### config.mk
export PLATFORM = sky130hd
export DESIGN_NAME = cp0_unit_flat
export DESIGN_NICKNAME = d
export VERILOG_FILES = /design/src/rtl/cp0_unit_if.sv /design/src/rtl/cp0_unit.sv /design/src/flat_wrapper.sv
export SDC_FILE = /design/constraint.sdc
export NUM_CORES = 1
export LEC_CHECK = 0
export ABC_CLOCK_PERIOD_IN_PS = 2500
export BUFFER_PORTS_ARGS = -buffer_cell sky130_fd_sc_hd__buf_4
export CAP_MARGIN = 20
export CELL_PAD_IN_SITES_DETAIL_PLACEMENT = 1
export CELL_PAD_IN_SITES_GLOBAL_PLACEMENT = 2
export CORE_MARGIN = 1.5
export CORE_UTILIZATION = 27
export CTS_CLUSTER_SIZE = 40
export DETAILED_ROUTE_END_ITERATION = 8
export GPL_TIMING_DRIVEN = 1
export PLACE_DENSITY_LB_ADDON = 0.1
export SLEW_MARGIN = 30
export SYNTH_ARGS = -nofsm -noshare
export SYNTH_HDL_FRONTEND = slang
export SYNTH_SLANG_ARGS = --single-unit
export TNS_END_PERCENT = 50
### constraint.sdc
create_clock -name clk -period 2.5 [get_ports clk]
set_input_delay 0.25 -clock clk [delete_from_list [all_inputs] [get_ports clk]]
set_output_delay 0.25 -clock clk [all_outputs]
set_load 0.005 [all_outputs]
### src/rtl/cp0_unit_if.sv
// Control-FSM <-> CP0 bus: register access, interrupt lines and EXL handshake.
// The master drives the requests and lines; the slave (CP0) returns IntReq/EPC/DOut.
interface cp0_unit_if;
  logic [4:0]  A1;
  logic [4:0]  A2;
  logic [31:0] DIn;
  logic [31:0] PC;
  logic [5:0]  HWInt;
  logic        Wen;
  logic        EXLSet;
  logic        EXLClr;
  logic        IntReq;
  logic [31:0] EPC;
  logic [31:0] DOut;

  modport master (
    output A1, A2, DIn, PC, HWInt, Wen, EXLSet, EXLClr,
    input  IntReq, EPC, DOut
  );

  modport slave (
    input  A1, A2, DIn, PC, HWInt, Wen, EXLSet, EXLClr,
    output IntReq, EPC, DOut
  );
endinterface

### src/rtl/cp0_unit.sv
// Coprocessor 0: SR/Cause/EPC/PRId, interrupt request generation and the EXL
// entry/eret handshake with the multi-cycle control FSM.
module cp0_unit #(
  parameter logic [31:0] PRID_VALUE  = 32'h4D49_5053,
  parameter logic [31:0] EPC_RESET   = 32'h0000_3000,
  parameter int          SYNC_STAGES = 1
) (
  input  logic clk,
  input  logic rst,
  cp0_unit_if.slave bus
);

  logic [5:0]  im;
  logic        ie;
  logic        exl;
  logic [31:0] epc;
  logic [5:0]  sync0;
  logic [5:0]  sync1;
  logic [5:0]  ip;

  // Second stage only feeds IP when a two-flop synchroniser is selected.
  assign ip = (SYNC_STAGES == 2) ? sync1 : sync0;

  always_ff @(posedge clk) begin
    if (rst) begin
      sync0 <= '0;
      sync1 <= '0;
    end else begin
      sync0 <= bus.HWInt;
      sync1 <= sync0;
    end
  end

  always_ff @(posedge clk) begin
    if (rst) begin
      im  <= '0;
      ie  <= 1'b0;
      exl <= 1'b0;
      epc <= EPC_RESET;
    end else if (bus.EXLSet) begin
      // Capture only on the entry edge; software writes are blocked while servicing.
      if (!exl) begin
        exl <= 1'b1;
        epc <= bus.PC;
      end
    end else begin
      if (bus.EXLClr)
        exl <= 1'b0;
      if (bus.Wen) begin
        case (bus.A2)
          5'd12: begin
            im <= bus.DIn[15:10];
            ie <= bus.DIn[0];
          end
          5'd14: epc <= bus.DIn;
          default: ;
        endcase
      end
    end
  end

  assign bus.IntReq = (|(ip & im)) & ie & ~exl;
  assign bus.EPC    = epc;

  always_comb begin
    bus.DOut = '0;
    case (bus.A1)
      5'd12:   bus.DOut = {16'h0000, im, 8'h00, exl, ie};
      5'd13:   bus.DOut = {16'h0000, ip, 10'h000};
      5'd14:   bus.DOut = epc;
      5'd15:   bus.DOut = PRID_VALUE;
      default: bus.DOut = '0;
    endcase
  end

endmodule

### src/flat_wrapper.sv
// flat-port wrapper written by rule: the top's interface ports become plain ports
module cp0_unit_flat 
#(
  parameter logic [31:0] PRID_VALUE  = 32'h4D49_5053,
  parameter logic [31:0] EPC_RESET   = 32'h0000_3000,
  parameter int          SYNC_STAGES = 1
)
  (clk, rst, bus_A1, bus_A2, bus_DIn, bus_PC, bus_HWInt, bus_Wen, bus_EXLSet, bus_EXLClr, bus_IntReq, bus_EPC, bus_DOut);
  cp0_unit_if bus_i ();
  input  logic clk;
  input  logic rst;
  input wire logic [$bits(bus_i.A1)-1:0] bus_A1;
  input wire logic [$bits(bus_i.A2)-1:0] bus_A2;
  input wire logic [$bits(bus_i.DIn)-1:0] bus_DIn;
  input wire logic [$bits(bus_i.PC)-1:0] bus_PC;
  input wire logic [$bits(bus_i.HWInt)-1:0] bus_HWInt;
  input wire logic [$bits(bus_i.Wen)-1:0] bus_Wen;
  input wire logic [$bits(bus_i.EXLSet)-1:0] bus_EXLSet;
  input wire logic [$bits(bus_i.EXLClr)-1:0] bus_EXLClr;
  output wire logic [$bits(bus_i.IntReq)-1:0] bus_IntReq;
  output wire logic [$bits(bus_i.EPC)-1:0] bus_EPC;
  output wire logic [$bits(bus_i.DOut)-1:0] bus_DOut;
  assign bus_i.A1 = bus_A1;
  assign bus_i.A2 = bus_A2;
  assign bus_i.DIn = bus_DIn;
  assign bus_i.PC = bus_PC;
  assign bus_i.HWInt = bus_HWInt;
  assign bus_i.Wen = bus_Wen;
  assign bus_i.EXLSet = bus_EXLSet;
  assign bus_i.EXLClr = bus_EXLClr;
  assign bus_IntReq = bus_i.IntReq;
  assign bus_EPC = bus_i.EPC;
  assign bus_DOut = bus_i.DOut;
  cp0_unit #(.PRID_VALUE(PRID_VALUE), .EPC_RESET(EPC_RESET), .SYNC_STAGES(SYNC_STAGES)) u_core (.clk(clk), .rst(rst), .bus(bus_i));
endmodule
; ---- After elaboration in Yosys (flattened, before gate mapping)
; Cells that the tools add are included.
[totals]
regBits = 46
input_bits = 85
output_inout_bits = 65
[op_classes]
eq_ne = 7
mux = 7
bitwise = 5
reduce_logical = 6
[op_table]
columns = operator, count
row1 = 32-bit 2-to-1 mux, 4
row2 = 32-bit one-hot mux with 4 select lines, 1
row3 = 5-bit by 4-bit == test with 1-bit output (second input constant), 6
row4 = 6-bit bitwise AND, 1
row5 = 3-bit AND reduction, 2
row6 = 2-bit nonzero test, 3
row7 = 6-bit OR reduction, 1
row8 = 1-bit bitwise AND, 2
row9 = 1-bit 2-to-1 mux, 2
row10 = 2-bit inequality test (second input constant), 1
row11 = 1-bit inverter, 2

; ---- Longest topological paths before layout
[logic_depth]
depth_word = 4
depth_mapped = 5
depth_no_buf = 3

; ---- Least setup slack after synthesis
; No wires, ideal clock.
[synth_timing]
kind = input to register
startpoint = input bus_EXLSet
endpoint = register u_core.epc[0], in the netlist u_core.bus.EPC[0]
setup_ns = 0.121
arrival_ns = 1.440
required_time_ns = 2.379
path_slack_ns = 0.939
stages = 5
n_path_buf = 2
cell_sequence = buf_6 > nand4bb_4 > o32a_4 > buf_6 > mux2_4
[synth_via]
elab_chain_len = 2
[synth_lines]
columns = item, line
row1 = "start, declared", flat_wrapper.sv:18  ; input wire logic [$bits(bus_i.EXLSet)-1:0] bus_EXLSet;
row2 = 2-bit inequality test (no line) or 2-bit nonzero test (tied branches), n/a
row3 = 3-bit AND reduction (no line), n/a
row4 = "end signal, assigned", cp0_unit.sv:44  ; epc <= bus.PC;
row5 = "end signal, assigned", cp0_unit.sv:55  ; 5'd14: epc <= bus.DIn;
row6 = "end, declared", cp0_unit.sv:16  ; logic [31:0] epc;
; Parallel ways exist; a longest one is shown, timed or not.
; A chain may end at the register's enable or synchronous reset.

; ---- Final worst setup path
[layout_timing]
startpoint = register u_core.epc[15], in the netlist u_core.bus.EPC[15]
endpoint = output bus_DOut[15]
[layout_via]
elab_chain_len = 1
[layout_lines]
columns = item, line
row1 = 32-bit one-hot mux with 4 select lines, cp0_unit.sv:67  ; case (bus.A1)
row2 = "end, declared", flat_wrapper.sv:22  ; output wire logic [$bits(bus_i.DOut)-1:0] bus_DOut;
; No other way between the ends.

==> summary.txt <==
Floorplan
  – Die height: 104.4 um
  – Die W: 104.4 um
  – Core area: 9864 um^2
  – Initial Util: 28.12%
  – I/O pin cnt: 150
  – Cell Rows: 36
  – Die Footprint: 10890 um^2

Global routing
  – Initial antenna violation count: 0
  – Tot GR Track Use: 16.35%
  – GR Util met3: 3.321%
  – GR Util met1: 21.90%
  – Most used routing layer: met2
  – Met2 usage: 27.35%
  – First-pass GRT wire length: 14.39 mm
  – Largest net degree at the start of global routing: 79
  – Vias in the first global route: 2677
  – Grt ovf: 0

STA
  – Relative slew slack: 40.27%
  – Fin crit period: 1.676 ns
  – RSZ-0062 raised after global routing: false
  – Worst-margin pin slew: 0.8941 ns
  – Final Hold Violating Endpoints: 0
  – Tcrit/Tclk final: 67.05%
  – Worst Skew: 0.004339 ns
  – Max-slew violations: 0
  – Final Setup Violations: 0
  – Total negative slack: 0 ns
  – Highest Clock Rate: 596.6 MHz

Job
  – Max-cap check violation count: 0

Worst setup path
  – CP required: 2.25 ns
  – R2R Setup Slk: 0.97 ns
  – Crit end category: output port
  – Critical R2R Launch: u_core.exl
  – Setup crit start kind: flop
  – Kind of critical path: flop to output port
  – R2R depth: 2
  – Setup crit end: bus_DOut[15]
  – Crit-path max FO: 3
  – RR Endpoint: u_core.bus.EPC[31]
  – Worst EP arrival: 1.43 ns
  – CP Launch Point: u_core.bus.EPC[15]

Drt
  – WL/cell: 15.74 um
  – 1st-pass router iterations: 4
  – Antenna-violating nets left: 0
  – Via density: 4.543
  – DR DRC count: 0
  – Via Count: 2585
  – Iter 0 DRT Violations: 75
  – Final WL: 8.954 mm

Finish
  – Sequential Area: 920.9 um^2
  – Fraction of layout cells with a size suffix above 1: 46.33%
  – Fill cells: 1148
  – Area Growth Syn to Fin: 47.41%
  – Area of the multi-input gates: 1747 um^2
  – Final cell count without fillers: 569
  – Finished layout cell area: 4089 um^2
  – Total Nets Final: 520
  – Antenna diodes: 0

Hold path
  – Worst min path class: primary input to flop

Placement
  – Placer Congestion: 0.7316
  – Placement Cell Area: 3998 um^2
  – IO Port Bufs: 149
  – Hpwl dp: 6.547 mm
  – DP Cell Count: 561

Synth
  – Gate Count Post-Synth: 294
  – Yosys top cell area share: 33.20%
  – FF+latch count, synth: 46
  – Sequential share of the synthesized area: 33.20%
  – Count leader, synth: dfxtp_1
  – Commonest cells in the netlist: dfxtp_1 (46), nor2b_1 (39), mux2i_1 (36)
  – Post-synth EDFFs: 0
  – Cell Area, Synth: 2774 um^2
  – Ranking of synthesized cells by area: dfxtp_1 (33%), mux2_4 (15%), mux2i_1 (13%)
  – Yosys warnings: 0
  – Top FF cell, synth: dfxtp_1
  – Post-Syn Nets: 379
  – Yosys cell types: 30
  – Syn_area_per_cell: 9.435 um^2
  – Area leader, netlist: dfxtp_1
  – Async SR Flop Fraction: 0%

Clock network
  – Largest buffer count on any clock path: 2
  – CTS Buf Count: 5
  – Clock Latency Late Sink: 0.29 ns
  – Clk slew on worst S/H paths: 0.09 ns
  – CTS resizes: 0
  – CTS tree: built
  – Htree depth: 2
  – Post-CTS Hold Fix Bufs: 0
  – Root buf cell: clkbuf_8
  – Clk sinks: 46
  – Post-CTS Setup Bufs: 0

Outcome
  – Result of the run: complete, no violations

Pwr
  – Pwr Density: 417.6 nW/um^2
  – Peak supply drop: 0.0001792 V
  – LEAKAGE: 2.040 nW
-- through the flow --
stage	util (%)	hold slack, ns	total power [W]	setup WS [ns]
final	41.45	0.1632	0.001707	0.8237
after global routing	41.45	0.1640	0.001809	0.7906
after CTS	41.45	0.1551	0.001741	0.8575
after detailed placement	40.53	0.4701	0.001254	0.5704
after global placement	40.53	0.4642	0.001249	0.5907
after floorplan	-	0.3782	0.001036	0.9391
-- sequential cells by signal (all words and copies together), names as in the netlist --
name,flops
u_core.bus.EPC,32
u_core.ie,1
u_core.ip,6
u_core.im,6
u_core.exl,1
-- worst min path at each step --
stage                              end  slack [ns]          from  cells after the start
after floorplan           u_core.ip[0]        0.38  bus_HWInt[0]                      1
after global placement    u_core.ip[2]        0.46  bus_HWInt[2]                      2
after detailed placement  u_core.ip[4]        0.47  bus_HWInt[4]                      2
after CTS                 u_core.ip[4]        0.16  bus_HWInt[4]                      2
after global routing      u_core.ip[5]        0.16  bus_HWInt[5]                      2
final                     u_core.ip[4]        0.16  bus_HWInt[4]                      2
-- routing by layer --
layer / up-vias / wire, um
met4: 0 / 30
met2: 86 / 4247
met1: 1213 / 4194
met3: 2 / 482
li1: 1284 / -
met5: - / 0
-- placed cells by master, fill, tap and decap left out --
cell type / Yosys / layout
dfxtp_1: 46 / 46
nand2_1: 7 / 7
o21ai_0: 9 / 9
inv_1: 2 / 2
nor3_2: 0 / 1
nand3b_1: 1 / 1
a211oi_1: 2 / 2
mux2_2: 4 / 4
a22oi_1: 3 / 3
mux2_4: 28 / 28
or3b_2: 1 / 1
and2_1: 15 / 15
a21oi_1: 14 / 14
a21o_1: 9 / 9
nor3b_1: 2 / 1
nor2_1: 35 / 35
nand4bb_4: 1 / 1
a311oi_1: 1 / 1
nand3_1: 8 / 8
clkinv_2: 0 / 1
nor4bb_1: 1 / 1
nor2b_1: 39 / 39
clkbuf_8: 0 / 6
nand2b_1: 2 / 2
or2_2: 4 / 4
o22ai_1: 2 / 2
clkbuf_1: 12 / 1
nor3b_2: 0 / 1
o32a_4: 1 / 1
buf_4: 0 / 154
mux2i_1: 36 / 36
-- worst max-delay path, stage by stage (launching register included) --
cell	delay, ns
dfxtp_1	0.37
mux2i_1	0.08
or2_2	0.27
a21oi_1	0.25
buf_4	0.17
-- layout make-up --
class / count / area share, %
sequential: 46 / 22.52
clock buffer: 7 / 2.111
timing repair buffer: 154 / 28.27
tap: 133 / 4.070
inverter: 2 / 0.1836
multi-input combinational: 226 / 42.72
clock inverter: 1 / 0.1224
-- logic make-up (layout without fill, tap and decap cells) --
group | Yosys count | after routing | synth area share [%]
compound gates | 41 | 41 | 9.517
buf+inv | 22 | 164 | 4.194
flops | 46 | 46 | 33.20
mux | 68 | 68 | 29.77
simple gates | 117 | 117 | 23.32
-- power by group --
part	internal (W)	total, W	leakage (nW)	switching, W
Combinational	0.000257	0.000421	1.61	0.000163
Clock	0.000224	0.000477	0.0482	0.000253
Sequential	0.000777	0.000810	0.378	0.0000327
Total	0.00126	0.00171	2.04	0.000449
Note: power is estimated with default switching activity, not from simulation.
